<file path="config.mk">
export PLATFORM = sky130hd
export DESIGN_NAME = instruction_prefetch_unit
export DESIGN_NICKNAME = d
export VERILOG_FILES = /design/src/rtl/instruction_prefetch_unit_pkg.sv /design/src/rtl/instruction_prefetch_unit_fifo.sv /design/src/rtl/instruction_prefetch_unit.sv
export SDC_FILE = /design/constraint.sdc
export NUM_CORES = 1
export LEC_CHECK = 0
export ABC_AREA = 1
export BUFFER_PORTS_ARGS = -buffer_cell sky130_fd_sc_hd__buf_2
export CAP_MARGIN = 20
export CORE_AREA = 3 3 292 294
export CTS_CLUSTER_DIAMETER = 120
export DETAILED_ROUTE_END_ITERATION = 8
export DIE_AREA = 0 0 295 297
export GPL_TIMING_DRIVEN = 0
export PLACE_DENSITY = 0.51
export SYNTH_ARGS = -nofsm -noshare
export SYNTH_HDL_FRONTEND = slang
export SYNTH_HIERARCHICAL = 1
export SYNTH_SLANG_ARGS = --single-unit
</file>
<file path="constraint.sdc">
create_clock -name clk -period 6.3 [get_ports clk]
set_input_delay 0.63 -clock clk [delete_from_list [all_inputs] [get_ports clk]]
set_output_delay 0.63 -clock clk [all_outputs]
set_load 0.03 [all_outputs]
</file>
<file path="src/rtl/instruction_prefetch_unit_pkg.sv">
// Shared types and constants for the instruction prefetch unit.
package ifu_pkg;

  typedef enum logic [1:0] {
    IDLE  = 2'd0,
    REQ   = 2'd1,
    DATA  = 2'd2,
    DRAIN = 2'd3
  } ifu_state_e;

  localparam logic [1:0] AXI_BURST_INCR = 2'b01;
  localparam logic [1:0] AXI_RESP_OKAY  = 2'b00;

  // AXI arsize encoding: log2 of bytes per beat.
  function automatic logic [2:0] axi_size_enc(input int unsigned nbytes);
    logic [2:0] s;
    s = 3'd0;
    for (int i = 0; i < 8; i++) begin
      if ((32'd1 << i) == nbytes) s = 3'(i);
    end
    return s;
  endfunction

endpackage

</file>
<file path="src/rtl/instruction_prefetch_unit_fifo.sv">
// Prefetch FIFO: registered storage, synchronous flush, occupancy count.
module sync_fifo #(
  parameter int WIDTH = 65,
  parameter int DEPTH = 8
) (
  input  logic                       clk,
  input  logic                       reset,
  input  logic                       i_flush,
  input  logic                       i_push,
  input  logic [WIDTH-1:0]           i_push_data,
  input  logic                       i_pop,
  output logic [WIDTH-1:0]           o_pop_data,
  output logic [$clog2(DEPTH):0]     o_count,
  output logic                       o_full,
  output logic                       o_empty
);
  localparam int AW = $clog2(DEPTH);

  logic [WIDTH-1:0] r_mem [DEPTH];
  logic [AW:0]      r_wr_ptr;
  logic [AW:0]      r_rd_ptr;
  logic             w_do_push;
  logic             w_do_pop;

  assign o_count   = r_wr_ptr - r_rd_ptr;
  assign o_empty   = (r_wr_ptr == r_rd_ptr);
  assign o_full    = (r_wr_ptr[AW] != r_rd_ptr[AW]) && (r_wr_ptr[AW-1:0] == r_rd_ptr[AW-1:0]);
  assign w_do_push = i_push && (!o_full || i_pop);
  assign w_do_pop  = i_pop && !o_empty;
  // Head is forced to zero when empty so outputs read clean after reset/flush.
  assign o_pop_data = o_empty ? '0 : r_mem[r_rd_ptr[AW-1:0]];

  // Pointer update; flush empties the queue and overrides push/pop.
  always_ff @(posedge clk) begin
    if (reset || i_flush) begin
      r_wr_ptr <= '0;
      r_rd_ptr <= '0;
    end else begin
      if (w_do_push) r_wr_ptr <= r_wr_ptr + 1'b1;
      if (w_do_pop)  r_rd_ptr <= r_rd_ptr + 1'b1;
    end
  end

  // Storage write; contents need no reset since the head is gated by empty.
  always_ff @(posedge clk) begin
    if (w_do_push && !i_flush) r_mem[r_wr_ptr[AW-1:0]] <= i_push_data;
  end

endmodule

</file>
<file path="src/rtl/instruction_prefetch_unit.sv">
// Sequential instruction prefetcher: AXI4 INCR burst reader feeding a FIFO,
// with redirect flushing queued words and discarding in-flight beats.
module instruction_prefetch_unit
  import ifu_pkg::*;
#(
  parameter int ADDR_W     = 32,
  parameter int DATA_W     = 32,
  parameter int ID_W       = 4,
  parameter int AXI_ID     = 0,
  parameter int BURST_LEN  = 4,
  parameter int FIFO_DEPTH = 8
) (
  input  logic              clk,
  input  logic              reset,
  input  logic              fetch_enable,
  input  logic              redirect_valid,
  input  logic [ADDR_W-1:0] redirect_addr,
  output logic [DATA_W-1:0] instr_data,
  output logic [ADDR_W-1:0] instr_pc,
  output logic              instr_err,
  output logic              instr_valid,
  input  logic              instr_ready,
  output logic [ADDR_W-1:0] m_axi_araddr,
  output logic [1:0]        m_axi_arburst,
  output logic [ID_W-1:0]   m_axi_arid,
  output logic [7:0]        m_axi_arlen,
  output logic [2:0]        m_axi_arsize,
  output logic              m_axi_arvalid,
  input  logic              m_axi_arready,
  input  logic [DATA_W-1:0] m_axi_rdata,
  input  logic [1:0]        m_axi_rresp,
  input  logic              m_axi_rlast,
  input  logic              m_axi_rvalid,
  output logic              m_axi_rready
);
  localparam int BYTES = DATA_W / 8;
  localparam int OFF_W = $clog2(BYTES);
  localparam int CNT_W = $clog2(FIFO_DEPTH) + 1;
  localparam int FW    = DATA_W + ADDR_W + 1;

  ifu_state_e        r_state;
  logic [ADDR_W-1:0] r_next_pc;
  logic [ADDR_W-1:0] r_beat_pc;
  logic [ADDR_W-1:0] r_araddr;
  logic [7:0]        r_arlen;
  logic [4:0]        r_beats;
  logic              r_arvalid;
  logic              r_rready;
  logic              r_halted;
  logic              r_redir_pend;

  logic [4:0]        w_word_idx;
  logic [4:0]        w_beats;
  logic [CNT_W-1:0]  w_fifo_count;
  logic [CNT_W-1:0]  w_free;
  logic              w_fifo_full;
  logic              w_fifo_empty;
  logic              w_can_issue;
  logic              w_ar_hs;
  logic              w_r_hs;
  logic              w_beat_err;
  logic              w_push;
  logic              w_pop;
  logic [FW-1:0]     w_push_data;
  logic [FW-1:0]     w_pop_data;

  // Beats up to the next burst-aligned boundary; that boundary divides 4 KB,
  // so no burst can cross a 4 KB page.
  assign w_word_idx  = 5'((r_next_pc >> OFF_W) & ADDR_W'(BURST_LEN - 1));
  assign w_beats     = 5'(BURST_LEN) - w_word_idx;
  assign w_free      = CNT_W'(FIFO_DEPTH) - w_fifo_count;
  assign w_can_issue = fetch_enable && !r_halted && (32'(w_free) >= 32'(w_beats));

  assign w_ar_hs     = r_arvalid && m_axi_arready;
  assign w_r_hs      = r_rready && m_axi_rvalid;
  assign w_beat_err  = (m_axi_rresp != AXI_RESP_OKAY);
  assign w_push      = (r_state == DATA) && w_r_hs && !redirect_valid && (!w_fifo_full || w_pop);
  assign w_pop       = !w_fifo_empty && instr_ready && !redirect_valid;
  assign w_push_data = {w_beat_err, r_beat_pc, m_axi_rdata};

  assign instr_valid = !w_fifo_empty;
  assign instr_err   = w_pop_data[FW-1];
  assign instr_pc    = w_pop_data[DATA_W +: ADDR_W];
  assign instr_data  = w_pop_data[DATA_W-1:0];

  assign m_axi_araddr  = r_araddr;
  assign m_axi_arlen   = r_arlen;
  assign m_axi_arvalid = r_arvalid;
  assign m_axi_rready  = r_rready;
  assign m_axi_arburst = AXI_BURST_INCR;
  assign m_axi_arid    = ID_W'(AXI_ID);
  assign m_axi_arsize  = axi_size_enc(BYTES);

  sync_fifo #(
    .WIDTH (FW),
    .DEPTH (FIFO_DEPTH)
  ) u_fifo (
    .clk         (clk),
    .reset       (reset),
    .i_flush     (redirect_valid),
    .i_push      (w_push),
    .i_push_data (w_push_data),
    .i_pop       (w_pop),
    .o_pop_data  (w_pop_data),
    .o_count     (w_fifo_count),
    .o_full      (w_fifo_full),
    .o_empty     (w_fifo_empty)
  );

  // Fetch FSM: issue one burst at a time, collect or discard its beats.
  always_ff @(posedge clk) begin
    if (reset) begin
      r_state      <= IDLE;
      r_next_pc    <= '0;
      r_beat_pc    <= '0;
      r_araddr     <= '0;
      r_arlen      <= '0;
      r_beats      <= '0;
      r_arvalid    <= 1'b0;
      r_rready     <= 1'b0;
      r_halted     <= 1'b0;
      r_redir_pend <= 1'b0;
    end else begin
      if (redirect_valid) begin
        r_next_pc <= redirect_addr;
        r_halted  <= 1'b0;
      end
      case (r_state)
        IDLE: begin
          if (!redirect_valid && w_can_issue) begin
            r_state      <= REQ;
            r_arvalid    <= 1'b1;
            r_araddr     <= r_next_pc;
            r_beat_pc    <= r_next_pc;
            r_arlen      <= 8'(w_beats - 5'd1);
            r_beats      <= w_beats;
            r_redir_pend <= 1'b0;
          end
        end
        REQ: begin
          // A redirect cannot retract arvalid; remember it and drain the burst.
          if (redirect_valid) r_redir_pend <= 1'b1;
          if (w_ar_hs) begin
            r_arvalid <= 1'b0;
            r_rready  <= 1'b1;
            if (redirect_valid || r_redir_pend) begin
              r_state <= DRAIN;
            end else begin
              r_state   <= DATA;
              r_next_pc <= r_next_pc + (ADDR_W'(r_beats) << OFF_W);
            end
          end
        end
        DATA: begin
          if (w_r_hs) begin
            r_beat_pc <= r_beat_pc + ADDR_W'(BYTES);
            if (w_beat_err && !redirect_valid) r_halted <= 1'b1;
            if (m_axi_rlast) begin
              r_rready <= 1'b0;
              r_state  <= IDLE;
            end else if (redirect_valid) begin
              r_state <= DRAIN;
            end
          end else if (redirect_valid) begin
            r_state <= DRAIN;
          end
        end
        DRAIN: begin
          if (w_r_hs && m_axi_rlast) begin
            r_rready <= 1'b0;
            r_state  <= IDLE;
          end
        end
        default: r_state <= IDLE;
      endcase
    end
  end

endmodule

</file>
### Word level (Yosys, flattened, before mapping)

Memory sizes are Yosys's and may differ from the RTL's. A register that Yosys moved wholly into a read port is not among the register bits.
Index checks and enable logic that the tools add are counted.

| word-level totals | value |
|---|---|
| register bits | 123 |
| bits in writable memories | 520 |
| output and inout bits | 117 |
| logic and storage cells | 103 |
| memories kept | 1 |

Memory list:

| name | depth | bits a word | rd ports | clocked after Yosys merged registers in | write ports | line | RTL |
|---|---|---|---|---|---|---|---|
| u_fifo.r_mem | 8 | 65 | 1 | 1 | 1 | instruction_prefetch_unit_fifo.sv:19 | `logic [WIDTH-1:0] r_mem [DEPTH];` |

| cells by class | value |
|---|---|
| add/sub/neg operators | 8 |
| magnitude comparators | 1 |
| equal/unequal tests | 12 |
| mux-type cells | 35 |
| reduce and logical (&&, ||, !) cells | 34 |

Operator list:

| kind | number |
|---|---|
| $mux 32 | 6 |
| $mux 65 | 1 |
| $pmux 32 s2 | 1 |
| $add 32x3->32 const B | 1 |
| $add 32x7->32 | 1 |
| $logic_and 1x1->1 | 16 |
| $mux 1 | 15 |
| $mux 2 | 6 |
| $ne 2x2->1 const B | 6 |
| $reduce_and 3->1 | 4 |
| $add 4x1->4 const B | 2 |
| $pmux 2 s4 | 1 |
| $mux 3 | 2 |
| $reduce_bool 2->1 | 3 |
| $sub 5x1->6 const B | 1 |
| $ge 4x5->1 | 1 |
| $reduce_and 5->1 | 1 |
| $eq 2x2->1 const B | 2 |
| $eq 4x4->1 | 1 |
| $logic_not 1->1 | 4 |
| $pmux 1 s2 | 2 |
| $sub 3x2->4 const A | 1 |
| $sub 4x4->4 | 1 |
| $sub 4x4->4 const A | 1 |
| 8 further kinds | 10 |

### Depth between registers and ports, before layout

Gate-level depths: netlist (run 1).

| logic depth | value |
|---|---|
| word-level depth | 10 |
| depth in mapped cells | 18 |
| mapped depth without buffers | 17 |

### Cells and area by module

The synthesis (run 1) kept the hierarchy.

Modules (own cells, without submodules):

| module | times used | cells an instance | area an instance (um^2) |
|---|---|---|---|
| sync_fifo | 1 | 2099 | 22343.9 |
| instruction_prefetch_unit | 1 | 1045 | 6555.0 |

### Worst setup path before layout (run 1)

No wires, ideal clock.

| timing path | value |
|---|---|
| path type | register to register |
| from | reg u_fifo.r_rd_ptr[2] |
| to | mem u_fifo.r_mem[7][0] (enable) |
| setup time | 489 ps |
| arrival time | 5276 ps |
| required time | 5811 ps |
| setup slack | 535 ps |
| cell stages (with the launch flop) | 16 |
| clock period less this slack | 5765 ps |
| path through | dfxtp_1 > inv_1 > ha_1 > nand2_1 > nor2_1 > nand2_2 > buf_4 > buf_4 > inv_1 > inv_1 > nand2_1 > a211oi_1 > nand3_1 > nor2_1 > nand2_1 > nor2_1 |

| on the way | value |
|---|---|
| longest elaborated chain between the ends | 10 |

RTL lines:

| element | line | RTL |
|---|---|---|
| start, declared | instruction_prefetch_unit_fifo.sv:21 | `logic [AW:0] r_rd_ptr;` |
| start signal, assigned | instruction_prefetch_unit_fifo.sv:40 | `if (w_do_pop) r_rd_ptr <= r_rd_ptr + 1'b1;` |
| $eq 4x4->1 | instruction_prefetch_unit_fifo.sv:26 | `assign o_empty = (r_wr_ptr == r_rd_ptr);` |
| named net w_fifo_empty | instruction_prefetch_unit.sv:57 | `logic w_fifo_empty;` |
| $logic_not 1->1 | - |  |
| named net instr_valid | instruction_prefetch_unit.sv:21 | `output logic instr_valid,` |
| $logic_and 1x1->1 (2 in series) | instruction_prefetch_unit.sv:78 | `assign w_pop = !w_fifo_empty && instr_ready && !redirect_valid;` |
| $logic_or 1x1->1 | instruction_prefetch_unit_fifo.sv:28, instruction_prefetch_unit.sv:77 |  |
| $logic_and 1x1->1 | instruction_prefetch_unit.sv:77 | `assign w_push = (r_state == DATA) && w_r_hs && !redirect_valid && (!w_fifo_full \|\| w_pop);` |
| named net w_push | instruction_prefetch_unit.sv:62 | `logic w_push;` |
| $logic_and 1x1->1 | instruction_prefetch_unit_fifo.sv:28 | `assign w_do_push = i_push && (!o_full \|\| i_pop);` |
| $logic_and 1x1->1 | instruction_prefetch_unit_fifo.sv:46 | `if (w_do_push && !i_flush) r_mem[r_wr_ptr[AW-1:0]] <= i_push_data;` |
| $mux 1 | instruction_prefetch_unit_fifo.sv:46 |  |
| $mux 1 (implied by the code) | instruction_prefetch_unit_fifo.sv:46 |  |
| end, declared | instruction_prefetch_unit_fifo.sv:19 |  |

The timed path passes the listed nets, and every way through them passes these cells.

### Final worst setup path (run 1)

| timing path | value |
|---|---|
| from | reg u_fifo.r_rd_ptr[1] |
| to | mem u_fifo.r_mem[5][41] (enable) |

| on the way | value |
|---|---|
| longest elaborated chain between the ends | 10 |

RTL lines:

| element | line |
|---|---|
| $eq 4x4->1 | instruction_prefetch_unit_fifo.sv:26 |
| named net w_fifo_empty | instruction_prefetch_unit.sv:57 |
| $logic_not 1->1 | instruction_prefetch_unit.sv:78 |
| $logic_and 1x1->1 (2 in series) | instruction_prefetch_unit.sv:78 |
| $logic_or 1x1->1 | instruction_prefetch_unit.sv:77 |
| $logic_and 1x1->1 | instruction_prefetch_unit.sv:77 |
| named net w_push | instruction_prefetch_unit.sv:62 |
| $logic_and 1x1->1 | instruction_prefetch_unit_fifo.sv:28 |
| $logic_and 1x1->1 | instruction_prefetch_unit_fifo.sv:46 |
| $mux 1 | instruction_prefetch_unit_fifo.sv:46 |
| $mux 1 (implied by the code) | instruction_prefetch_unit_fifo.sv:46 |

The timed path passes the listed nets, and every way through them passes these cells.

==> results of run 1 <==
## report_power, final
part | switching [uW] | internal [uW]
Sequential | 88.9 | 4620
Combinational | 249 | 106
Clock | 1740 | 2560
## worst register-to-register path: stages, from the launching register on
cell      delay (ps)
dfxtp_1          480
inv_1             80
ha_1             270
nand2_1          110
nor2_1            80
nand2_2          330
buf_4            290
buf_4            240
inv_1             60
inv_1             60
nand2_1          140
a211oi_1         760
nand3_1          460
nor2_4           660
buf_12           290
buf_12           250
## cell usage in the layout (no fill, tap or decap), types with 8 or more instances in the layout
cell,n
nor3_1,11
inv_1,222
buf_12,15
nand3_1,152
clkbuf_16,75
nand4_1,11
buf_6,23
clkbuf_1,68
buf_4,44
nor2_1,801
ha_1,16
nand2_1,708
conb_1,9
buf_2,217
edfxtp_1,520
or2_2,8
inv_2,12
nor2_4,13
clkinv_1,14
dfxtp_1,120
xor2_1,14
a21oi_1,95
o21ai_1,99
o21ai_0,129
## routing by layer
metal	global-route usage	part of all wire	up-vias
met2	0.3279	0.49	549
met5	0	0	-
met3	0.02747	0.046	135
met1	0.2530	0.44	9981
met4	0.05192	0.024	0
li1	-	-	10802
## sequential cells by signal (all words and copies together) (netlist names), 4 cells and up, named ones only
register	flops
r_next_pc	32
u_fifo/r_mem	520
u_fifo/r_wr_ptr	4
m_axi_araddr	32
r_beat_pc	32
m_axi_arlen	5
u_fifo/r_rd_ptr	4
## stage by stage
step | utilization | power (uW)
final | 0.4091 | 9363
after global routing | 0.4091 | 9697
after global placement | 0.3750 | 5151
after CTS | 0.4091 | 9479
after floorplan | - | 4965
after detailed placement | 0.3796 | 5153
## logic make-up after synthesis
family / synth area share
other: 0.0002599
and+or+nand+nor: 0.2369
adders and majority gates: 0.008313
xor gates and xnor gates: 0.005758
buffers and inverters: 0.06572
DFF: 0.6235
AOI/OAI and AO/OA: 0.05958
## cell type report
| cell class | count | area [um2] |
|---|---|---|
| Sequential cell | 640 | 18020 |
| Clock inverter | 34 | 430.4 |
| Inverter | 237 | 889.6 |
| Tap cell | 1080 | 1351 |
| Fill cell | 8191 | 49140 |
| Timing Repair Buffer | 197 | 1234 |
| Antenna cell | 2 | 5.005 |
| Buffer | 166 | 1010 |
| Multi-Input combinational cell | 2108 | 9069 |
| Clock buffer | 96 | 2016 |
## path summary, 6_finish.rpt
| kind | to | slack [ps] | cells past startpoint |
|---|---|---|---|
| worst min register to register | r_redir_pend | 460 | 2 |
| worst min-delay path | r_next_pc[1] | 270 | 3 |
| worst max register to register | u_fifo/r_mem[5][41] | 1400 | 15 |
| worst max-delay path | u_fifo/r_mem[5][41] | 1400 | 15 |
==> results.json, run 1 <==
{
  "worst-path-buf-inv": 7,
  "wirelength_um": 84790,
  "grtUsageTotal": 0.1913,
  "yosysSeqAreaShare": 0.6235,
  "start_kind": "flip-flop",
  "path_common_cell": "inv_1",
  "fmax_mhz": 204.0,
  "finalCritPeriodShare": 0.7780,
  "vdd_ir_drop_max_mv": 0.1740,
  "yosys.area.top_type": "edfxtp_1",
  "layout_min_cycle_time_ps": 4901,
  "relSlewSlack": 0.3271,
  "clk_latency_ps": 620,
  "viasPerCell": 4.708,
  "die_w_um": 295,
  "endpoint_kind": "flip-flop",
  "slew_violations": 0,
  "drive_gt1_frac": 0.1311,
  "synth_top_area_frac": 0.5403,
  "startpoint": "u_fifo/r_rd_ptr[1]",
  "postRouteAntennaNets": 0,
  "status": "complete, no violations",
  "place_area_um2": 31570,
  "synth_most_common_cell": "nor2_1",
  "stdcell_area_um2": 34020,
  "cpLargestDelayFamily": "simple AND/OR/NAND/NOR gates",
  "drt_iter0_markers": 1564,
  "grt_max_degree": 28,
  "rsz0062_at_grt": "no",
  "ys.flop_type": "edfxtp_1",
  "ys_async_sr_fraction": 0,
  "hpwl_um": 58900,
  "leakagePower_uw": 0.01316,
  "power_density_nw_per_um2": 275.2,
  "grt_pass1_vias": 20488,
  "clk_pin_slew_ps": 60,
  "drt-pass1-iter-count": 5,
  "avgSynthCellArea_um2": 9.192,
  "r2r-start": "u_fifo/r_rd_ptr[1]",
  "critPathMaxStageDelay_ps": 760,
  "grt_pass1_wl_um": 126500,
  "postCtsSetupRepairBufs": 0,
  "vias": 21467,
  "gp_congestion": 0.8815,
  "fin_hold_ws_ps": 269.9,
  "ctsHoldBuffers": 0,
  "numCtsBuffers": 74,
  "cap_violations": 0,
  "die_area_um2": 87620,
  "gr-total-overflow": 0,
  "die_h_um": 297,
  "row_count": 106,
  "finalSetupTns_ps": 0,
  "crit_required_ps": 6590,
  "cp_slowest_cell": "a211oi_1",
  "cts_tree": "built",
  "syn2layout_area_growth_pct": 17.73,
  "crit_arrival_ps": 5190,
  "hp-class": "input port to flip-flop",
  "synth_commonest_cells": "809 x nor2_1, 708 x nand2_1, 520 x edfxtp_1",
  "io_buffer_count": 181,
  "h-tree-depth": 3,
  "dp_slack_ps": 1413,
  "setup_ws_ps": 1399,
  "final_cell_count_no_fill": 4560,
  "netlist_area_um2": 28900,
  "synth_cell_type_count": 42,
  "finalSetupViolCount": 0,
  "antenna_found_initial": 2,
  "wire_per_inst_um": 18.59,
  "ys_ff_latch": 640,
  "worstSetupPathType": "flip-flop to flip-flop",
  "ios": 191,
  "drc": 0,
  "worst_slew_pin_slew_ps": 1009,
  "yosys_warnings": 6,
  "hold_viol_final": 0,
  "syn_inst": 3144,
  "synth_area_leaders": "edfxtp_1 54%, nor2_1 11%, nand2_1 9.2%, dfxtp_1 8.3%, inv_1 2.9%",
  "start_util": 0.3475,
  "cts_root_buf": "clkbuf_16",
  "final_net_count": 3516,
  "worstPathCellList": "inv_1 > ha_1 > nand2_1 > nor2_1 > nand2_2 > buf_4 > buf_4 > inv_1 > inv_1 > nand2_1 > a211oi_1 > nand3_1 > nor2_4 > buf_12 > buf_12",
  "hold_start": "redirect_addr[1]",
  "clock_sinks": 640,
  "fin_skew_ps": 21.37,
  "synth_edf_count": 520,
  "cts_resized": 0,
  "coreArea_um2": 83160,
  "placed_cells": 4428,
  "clockBufferDepth": 3,
  "critPathMaxFanout": 25
}
Power figures use the tool's default switching activity.
==> inputs of run 2 (changes only) <==
--- a/config.mk
+++ b/config.mk
@@ -5,15 +5,15 @@
 export SDC_FILE = /design/constraint.sdc
 export NUM_CORES = 1
 export LEC_CHECK = 0
-export ABC_AREA = 1
+export ABC_AREA = 0
 export BUFFER_PORTS_ARGS = -buffer_cell sky130_fd_sc_hd__buf_2
 export CAP_MARGIN = 20
-export CORE_AREA = 3 3 292 294
+export CORE_AREA = 3 3 276 278
 export CTS_CLUSTER_DIAMETER = 120
 export DETAILED_ROUTE_END_ITERATION = 8
-export DIE_AREA = 0 0 295 297
+export DIE_AREA = 0 0 279 281
 export GPL_TIMING_DRIVEN = 0
-export PLACE_DENSITY = 0.51
+export PLACE_DENSITY = 0.53
 export SYNTH_ARGS = -nofsm -noshare
 export SYNTH_HDL_FRONTEND = slang
 export SYNTH_HIERARCHICAL = 1
==> constraint.sdc (replaced) <==
create_clock -name clk -period 4.3 [get_ports clk]
set_input_delay 0.43 -clock clk [delete_from_list [all_inputs] [get_ports clk]]
set_output_delay 0.43 -clock clk [all_outputs]
set_load 0.03 [all_outputs]
==> run 2 against run 1 <==
  * Register-to-register slack lost 1100 ps
  * Power increased by 39%
  * Clock power increased by 36%
  * Synthesized cell count down 50%
  * Core utilization up 0.71 points
  * Cell count shrank 37%
  * Synthesized area is 11% lower
  * First-iteration DRC count decreased by 13%
  * Critical path type unchanged
==> results.json, run 2 <==
{
  "critPathMaxFanout": 22,
  "drt-pass1-iter-count": 5,
  "cts_resized": 0,
  "ys_ff_latch": 640,
  "finalSetupViolCount": 0,
  "start_util": 0.3464,
  "hp-class": "input port to flip-flop",
  "hpwl_um": 45020,
  "fin_hold_ws_ps": 86.17,
  "largest_reg_flops": 520,
  "final_net_count": 1947,
  "wire_per_inst_um": 22.87,
  "synth_area_leaders": "edfxtp_1 61%, mux4_2 11%, dfxtp_1 9.3%, a22o_1 2.2%, a21oi_1 2.0%",
  "synth_edf_count": 520,
  "endpoint_kind": "flip-flop",
  "gp_congestion": 0.8591,
  "grt_pass1_wl_um": 98970,
  "diodes": 0,
  "ys.flop_type": "edfxtp_1",
  "crit_arrival_ps": 4290,
  "gr-total-overflow": 0,
  "crit_required_ps": 4590,
  "hold_start": "redirect_addr[0]",
  "slew_violations": 0,
  "nFillCells": 6803,
  "register_area_um2": 18020,
  "syn2layout_area_growth_pct": 20.13,
  "relSlewSlack": 0.4048,
  "worst_slew_pin_slew_ps": 892.8,
  "viasPerCell": 5.238,
  "cts_root_buf": "clkbuf_16",
  "io_buffer_count": 181,
  "coreArea_um2": 74200,
  "status": "complete, no violations",
  "synth_most_common_cell": "edfxtp_1",
  "die_w_um": 279,
  "row_count": 100,
  "yosys.area.top_type": "edfxtp_1",
  "grt_max_degree": 24,
  "ios": 191,
  "final_cell_count_no_fill": 2877,
  "wirelength_um": 65810,
  "die_area_um2": 78400,
  "h-tree-depth": 3,
  "synth_cell_type_count": 73,
  "drt_iter0_markers": 1363,
  "yosys_warnings": 6,
  "drc": 0,
  "vdd_ir_drop_max_mv": 0.2294,
  "drive_gt1_frac": 0.2757,
  "hold_viol_final": 0,
  "rsz0062_at_grt": "no",
  "clk_pin_slew_ps": 60,
  "worstSetupPathType": "flip-flop to flip-flop",
  "grtUsageTotal": 0.1689,
  "clk_latency_ps": 600,
  "cts_tree": "built",
  "utilization": 0.4162,
  "ctsHoldBuffers": 0,
  "antenna_found_initial": 2,
  "postRouteAntennaNets": 0,
  "multi_input_area_um2": 7072,
  "grt_pass1_vias": 15446,
  "yosysSeqAreaShare": 0.7009,
  "die_h_um": 281,
  "avgSynthCellArea_um2": 16.45,
  "leakagePower_uw": 0.01006,
  "start_kind": "flip-flop",
  "power_density_nw_per_um2": 420.4,
  "numCtsBuffers": 70,
  "cap_violations": 0,
  "placed_cells": 2748,
  "syn_inst": 1563,
  "vias": 15069,
  "startpoint": "u_fifo/r_wr_ptr[0]",
  "fmax_mhz": 249.7,
  "clockBufferDepth": 3,
  "layout_commonest_cell": "edfxtp_1",
  "layout_common_cells": "520 x edfxtp_1, 191 x buf_2, 138 x nand2_1",
  "fin_skew_ps": 22.44,
  "finalCritPeriodShare": 0.9313,
  "dp_slack_ps": -132.6,
  "ys_async_sr_fraction": 0,
  "layout_min_cycle_time_ps": 4005,
  "r2r-start": "u_fifo/r_wr_ptr[0]",
  "synth_commonest_cells": "520 x edfxtp_1, 138 x nand2_1, 130 x mux4_2",
  "netlist_area_um2": 25700,
  "setup_ws_ps": 295.4,
  "clock_sinks": 640,
  "synth_top_area_frac": 0.6075
}
[run 2: cell types whose count changed after synthesis, moves of 11 or more]
| cell | delta |
|---|---|
| nand3_1 | -121 |
| nor4_1 | +11 |
| buf_4 | -21 |
| buf_2 | -26 |
| inv_1 | -199 |
| inv_2 | -12 |
| nor2_1 | -761 |
| o21ai_1 | -98 |
| mux4_2 | +130 |
| o21ai_0 | -107 |
| nand2_1 | -570 |
| a22o_1 | +66 |
| a211oi_1 | +21 |
[run 2: final timing paths]
check                              to  slack [ps]  cells after the start
setup / recovery  u_fifo/r_mem[5][23]         300                     13
hold / removal           r_next_pc[0]          90                      3
setup reg to reg  u_fifo/r_mem[5][23]         300                     13
hold reg to reg      m_axi_araddr[10]         450                      2
[run 2: metal layers]
metal  wire, um  vias to the layer above  global-route usage
li1           -                     6783                   -
met1      28670                     7717              0.2285
met2      32050                      484              0.2817
met3       4026                       83             0.03672
met4       1051                        2             0.03582
met5         13                        -                   0
[run 2: kinds of logic (layout without fill, tap and decap cells)]
family          Yosys count  count (layout)  share of synthesized area
mux                     140             140                     0.1179
flops                   640             640                     0.7009
fa+ha+maj                18              18                   0.009346
buf+inv                 136             474                    0.02779
other cells               2               9                  0.0002922
xor+xnor                 24              24                   0.008470
simple gates            321             321                    0.06050
compound gates          282             282                    0.07472
[run 2: worst max-delay path, stage by stage (launching register included)]
cell and delay, ps:
dfxtp_1 520, inv_1 150, ha_1 350, nand3_1 230, nor2_2 140, inv_2 90, nand2_1 130, nor2_1 360
inv_1 110, nand3_1 130, nand4b_1 410, nor2_4 570, buf_12 260, buf_12 220
[run 2: layout make-up]
class                      instances  area share
inverter                          24    0.002917
multi-input combinational        794      0.2290
clock inverter                    30    0.009400
sequential                       640      0.5835
timing repair buffer             213     0.05259
tap                              969     0.03926
clock buffer                      95     0.06313
buffer                           112     0.02022
[run 2: what timing repair did]
action	in CTS	in global routing
pin swaps	1	3
endpoints found under the setup margin	10	84
setup buffers	1	3
[run 2: power by group]
part,switching (uW),internal [uW],leakage (uW)
combinational,219,108,0.00337
sequential,94.3,6730,0.00560
clock,2400,3440,0.00109
total,2710,10300,0.0101
[run 2: stage by stage]
| step | instance area, um2 | setup TNS (ps) | total power (uW) |
|---|---|---|---|
| detailed placement | 28610 | -1301 | 7277 |
| global placement | 27890 | -1123640 | 7265 |
| global route | 30880 | 0 | 13450 |
| CTS | 30860 | 0 | 13150 |
| finish | 30880 | 0 | 12980 |
| floorplan | 25770 | -295.5 | 7098 |
